<file path="config.mk">
export PLATFORM = sky130hd
export DESIGN_NAME = operand_issue
export DESIGN_NICKNAME = d
export VERILOG_FILES = /design/src/rtl/operand_issue.sv
export SDC_FILE = /design/constraint.sdc
export NUM_CORES = 1
export LEC_CHECK = 0
export ABC_AREA = 1
export ABC_CLOCK_PERIOD_IN_PS = 3750
export BUFFER_PORTS_ARGS = -buffer_cell sky130_fd_sc_hd__buf_2
export CORE_UTILIZATION = 45
export CTS_CLUSTER_DIAMETER = 60
export DETAILED_ROUTE_END_ITERATION = 6
export PLACE_DENSITY = 0.78
export SETUP_SLACK_MARGIN = 0.2
export SYNTH_ARGS = -nofsm -noshare
export SYNTH_HDL_FRONTEND = slang
export SYNTH_SLANG_ARGS = --single-unit
</file>
<file path="constraint.sdc">
create_clock -name clk -period 3.75 [get_ports clk]
set_input_delay 0.1875 -clock clk [delete_from_list [all_inputs] [get_ports clk]]
set_output_delay 0.1875 -clock clk [all_outputs]
set_load 0.01 [all_outputs]
</file>
<file path="src/rtl/operand_issue.sv">
// Decode-to-execute issue stage: RAW hazard resolution, operand bundle register and stall counter.
// Define OPERAND_FWD_EN to forward from EX/MEM and stall only on load-use; undefined stalls on every RAW hit.
module operand_issue #(
    parameter int DW = 16,
    parameter int RW = 4
) (
    input  logic          clk,
    input  logic          rst,
    input  logic          id_valid,
    input  logic [3:0]    id_opcode,
    input  logic [RW-1:0] id_src1,
    input  logic [RW-1:0] id_src2,
    input  logic          id_use1,
    input  logic          id_use2,
    input  logic [RW-1:0] id_dst,
    input  logic          id_regwrite,
    input  logic          id_memread,
    input  logic [DW-1:0] id_imm,
    input  logic [DW-1:0] rf_data1,
    input  logic [DW-1:0] rf_data2,
    input  logic [DW-1:0] ex_result,
    input  logic          mem_regwrite,
    input  logic [RW-1:0] mem_dst,
    input  logic [DW-1:0] mem_result,
    input  logic          flush,
    output logic          ex_valid,
    output logic [3:0]    ex_opcode,
    output logic [DW-1:0] ex_op1,
    output logic [DW-1:0] ex_op2,
    output logic [DW-1:0] ex_imm,
    output logic [RW-1:0] ex_dst,
    output logic          ex_regwrite,
    output logic          ex_memread,
    output logic          stall,
    output logic [15:0]   stall_count
);

    logic [RW-1:0] src    [2];
    logic          use_k  [2];
    logic [DW-1:0] rf     [2];
    logic [DW-1:0] op_sel [2];
    logic [1:0]    exhit;
    logic [1:0]    memhit;

    assign src[0]   = id_src1;
    assign src[1]   = id_src2;
    assign use_k[0] = id_use1;
    assign use_k[1] = id_use2;
    assign rf[0]    = rf_data1;
    assign rf[1]    = rf_data2;

    genvar gi;
    generate
        for (gi = 0; gi < 2; gi++) begin : g_port
            assign exhit[gi]  = id_valid & use_k[gi] & ex_valid & ex_regwrite & (ex_dst == src[gi]);
            assign memhit[gi] = id_valid & use_k[gi] & mem_regwrite & (mem_dst == src[gi]);
`ifdef OPERAND_FWD_EN
            // The younger writer (EX) holds the newest value, so it takes priority over MEM.
            assign op_sel[gi] = exhit[gi] ? ex_result : (memhit[gi] ? mem_result : rf[gi]);
`else
            assign op_sel[gi] = rf[gi];
`endif
        end
    endgenerate

`ifdef OPERAND_FWD_EN
    // Only a load in EX has no result yet; everything else is covered by forwarding.
    assign stall = ~flush & (|exhit) & ex_memread;
`else
    assign stall = ~flush & ((|exhit) | (|memhit));
    logic unused_fwd;
    assign unused_fwd = ^{ex_result, mem_result};
`endif

    always_ff @(posedge clk or negedge rst) begin
        if (!rst) begin
            ex_valid    <= 1'b0;
            ex_opcode   <= '0;
            ex_op1      <= '0;
            ex_op2      <= '0;
            ex_imm      <= '0;
            ex_dst      <= '0;
            ex_regwrite <= 1'b0;
            ex_memread  <= 1'b0;
        end else if (flush) begin
            ex_valid    <= 1'b0;
            ex_opcode   <= '0;
            ex_op1      <= '0;
            ex_op2      <= '0;
            ex_imm      <= '0;
            ex_dst      <= '0;
            ex_regwrite <= 1'b0;
            ex_memread  <= 1'b0;
        end else if (stall) begin
            // Bubble: the data fields keep their old values, only the control bits are killed.
            ex_valid    <= 1'b0;
            ex_regwrite <= 1'b0;
            ex_memread  <= 1'b0;
        end else begin
            ex_valid    <= id_valid;
            ex_opcode   <= id_opcode;
            ex_op1      <= op_sel[0];
            ex_op2      <= op_sel[1];
            ex_imm      <= id_imm;
            ex_dst      <= id_dst;
            ex_regwrite <= id_regwrite;
            ex_memread  <= id_memread;
        end
    end

    always_ff @(posedge clk or negedge rst) begin
        if (!rst) begin
            stall_count <= '0;
        end else if (stall && (stall_count != 16'hFFFF)) begin
            stall_count <= stall_count + 16'd1;
        end
    end

endmodule

</file>
==> results by group <==
Status
  • Status: finished, violations left
  • Failing checks: hold timing

STA
  • Max frequency: between 400 and 500 MHz
  • Slew HR: between 30% and 40%
  • Setup_tns: 0 ns
  • Final Max Slew Viols: 0
  • Setup Viol. Count Final: 0
  • Clk_skew: roughly 0.011 ns
  • Hold slack final: -0.00910 ns
  • Fin crit share: ~58%
  • Final Critical Period: ~2.2 ns
  • Fin. Hold Viols: 12
  • RSZ-0062 raised after global routing: no
  • Worst Tran Pin Value: slightly above 0.9 ns

Power
  • Logic pwr share: a little over an eighth
  • Pwr/cell area: between 300 and 400 nW/um^2
  • Power Total: approximately 1.8 mW
  • P_sw: approximately 0.46 mW
  • Switching share of power: a little over a quarter
  • Sequential Power Share: roughly half
  • Clock power share: approximately 36%
  • P_leak: about 2.8 nW
  • Int Power: about 1.3 mW
  • IR Drop Worst-Case VDD: around 180 uV

GRT
  • GRT Total Usage: ~22%
  • Number of global-route vias before repair: 3330
  • Pin count of the biggest net entering global routing: 91
  • Initial antenna violation count: 0
  • First-pass GRT wire length: approximately 15000 um
  • GRT overflow: 0

Placement
  • Hpwl dp: between 6000 and 7000 um
  • DP Cell Count: approximately 720
  • Port-buffer cells: between 150 and 200
  • GP Congestion: 0.862

Finish
  • Core Util, Final: between 50 and 60%
  • Share of layout cells above drive strength 1: between 20% and 30%
  • # diodes: 0
  • Post-Layout Cell Count: 737
  • Final Net Count: 740
  • Area Growth Syn to Fin: 27.2%

Floorplan
  • Die W: between 90 and 100 um
  • Core ar.: 7810 um^2
  • Die Area: between 8000 and 9000 um^2
  • IO Count: roughly 190
  • Die Span Y: just over 90 um
  • Row cnt: 32
  • Initial Util: a little under half

Clock tree
  • Root buffer cell: clkbuf_8
  • Cts bufs inserted: 9
  • Cts hold-fix bufs: 0
  • Clk sinks: 75
  • Clk Latency, worst-skew pair: 0.33 ns
  • Cts repair resizes: 0
  • CTS tree: built
  • Clk buf depth: 2
  • H-Tree Depth: 3
  • Postcts setup bufs: 0
  • Reg clk slew, reported paths: about 0.080 ns

Critical path
  • CP bufs+invs: 3
  • Number of stages on the worst setup path: 12
  • Worst path max stage delay: ~0.64 ns
  • WS Path Type: flop to flop
  • Slowest cell on crit path: buf_4
  • R2R cell count: 12
  • Crit-path max FO: 90
  • Req. time, crit path: 3.97 ns
  • Startpoint Class: flop
  • CP top delay family: simple AND/OR/NAND/NOR gates
  • Worst-path cell chain: inv_1 -> nand2_1 -> nand2_1 -> inv_1 -> nand2_1 -> nor2_1 -> nor2_2 -> nand2_4 -> buf_4 -> nand3_1 -> nand2_1 -> nand2_1
  • Worst Path Arrival: approximately 2.4 ns
  • Most used cell, CP: nand2_1
  • Setup crit end kind: flop

Yosys
  • Top cell type's share of synthesized area: between 50% and 60%
  • Synth cell count leaders: 206 x nand2_1, 82 x nand3_1, 75 x dfrtp_1
  • Asr flop ratio synth: 100%
  • Distinct cells, synth: 17
  • Mean cell area of the mapped netlist: approximately 7.5 um^2
  • YS warnings: 0
  • Mapped Area: around 3700 um^2
  • Synth area leader: dfrtp_1
  • Syn_nets: ~600
  • Synth top area cells: dfrtp_1 51%, nand2_1 21%, nand3_1 11%
  • EDFF count, synth: 0
  • Synth Register Bits: 75
  • Sequential element share of the synthesized area: 51.3%
  • Most frequent cell after synthesis: nand2_1
  • Ys flop type: dfrtp_1
  • Syn Inst Count: between 400 and 500

Flow run
  • Max_cap viols: 0

Detailed routing
  • Via Count: between 3000 and 4000
  • DR pass1 iterations: 4
  • ANT nets after route: 0
  • DRC viols: 0
  • WL per Instance: approximately 12 um
  • Drt initial violations: about 150
  • Final WL: approximately 8900 um
  • Via density: roughly 4.8

Min path
  • HP Class: input port to async pin
per-layer routing:
layer,share of wire (%),up-vias,track usage [%]
met5,0,-,0
met4,0.70,0,6.64
met3,6.6,6,5.80
met2,49,113,37.2
met1,44,1644,27.3
li1,-,1804,-
final cells by class:
type	instances	area, um^2
clock inverters	4	48.8
inverters	48	180
clock buffers	12	155
multi-input cells	340	1470
well taps	102	128
repair buffers	156	793
flip-flops and latches	75	1880
fillers	756	3150
power groups by stage:
stage,clock network (mW),registers (mW),logic (mW)
4_1_cts,0.655,0.881,0.238
3_3_place_gp,0,0.894,0.232
3_5_place_dp,0,0.896,0.238
6_report,0.634,0.881,0.235
2_1_floorplan,0,0.916,0.0937
5_1_grt,0.690,0.887,0.263
registers in the layout (all words and copies together) (netlist names):
signal and cells:
ex_dst 4, ex_imm 16, ex_memread 1, ex_op1 16, ex_op2 16, ex_opcode 4
ex_regwrite 1, ex_valid 1, stall_count 16
final timing paths:
| path | start | endpoint | slack [ns] |
|---|---|---|---|
| worst max-delay path | ex_dst[1]$_DFFE_PN0P_ | stall_count[0]$_DFFE_PN0P_ | 1.57 |
| worst min-delay path | rst | stall_count[9]$_DFFE_PN0P_ | -0.009 |
| worst max register to register | ex_dst[1]$_DFFE_PN0P_ | stall_count[0]$_DFFE_PN0P_ | 1.57 |
| worst min register to register | ex_imm[11]$_DFFE_PN0P_ | ex_imm[11]$_DFFE_PN0P_ | 0.51 |
| max in group asynchronous | rst | ex_op2[5]$_DFFE_PN0P_ | 3.15 |
| min in group clk | id_imm[0] | ex_imm[0]$_DFFE_PN0P_ | 0.04 |
placed cells by master, fill, tap and decap left out, types with 2 or more instances in the layout:
| master | synthesis | layout |
|---|---|---|
| buf_2 | 6 | 151 |
| buf_4 | 1 | 5 |
| clkbuf_8 | 0 | 11 |
| clkinv_2 | 0 | 2 |
| dfrtp_1 | 75 | 75 |
| inv_1 | 46 | 46 |
| inv_2 | 2 | 2 |
| nand2_1 | 206 | 206 |
| nand3_1 | 82 | 82 |
| nand4_1 | 17 | 17 |
| nor2_1 | 25 | 25 |
| xnor2_1 | 5 | 5 |
metrics by stage:
step                setup slack (ns)  area [um^2]
finish                          1.57         4660
global route                    1.31         4660
CTS                             1.62         4660
detailed placement              1.64         4450
global placement                1.67         4450
floorplan                       2.09         3660
worst register-to-register path, delay by kind of cell (launching register included):
| family | cells | cell delay [ns] |
|---|---|---|
| flip-flops | 1 | 0.43 |
| buffers and inverters | 3 | 0.78 |
| AND/OR/NAND/NOR | 9 | 0.87 |
cells by family (layout without fill, tap and decap cells):
family | Yosys count | count (layout) | share of synthesized area [%]
AND/OR/NAND/NOR | 333 | 333 | 38.4
adder cells (fa/ha/maj) | 1 | 1 | 0.342
buffers and inverters | 73 | 220 | 8.61
AO/OA/AOI/OAI | 1 | 1 | 0.137
flip-flops | 75 | 75 | 51.3
XOR/XNOR | 5 | 5 | 1.20
(Power assumes the default switching activity.)
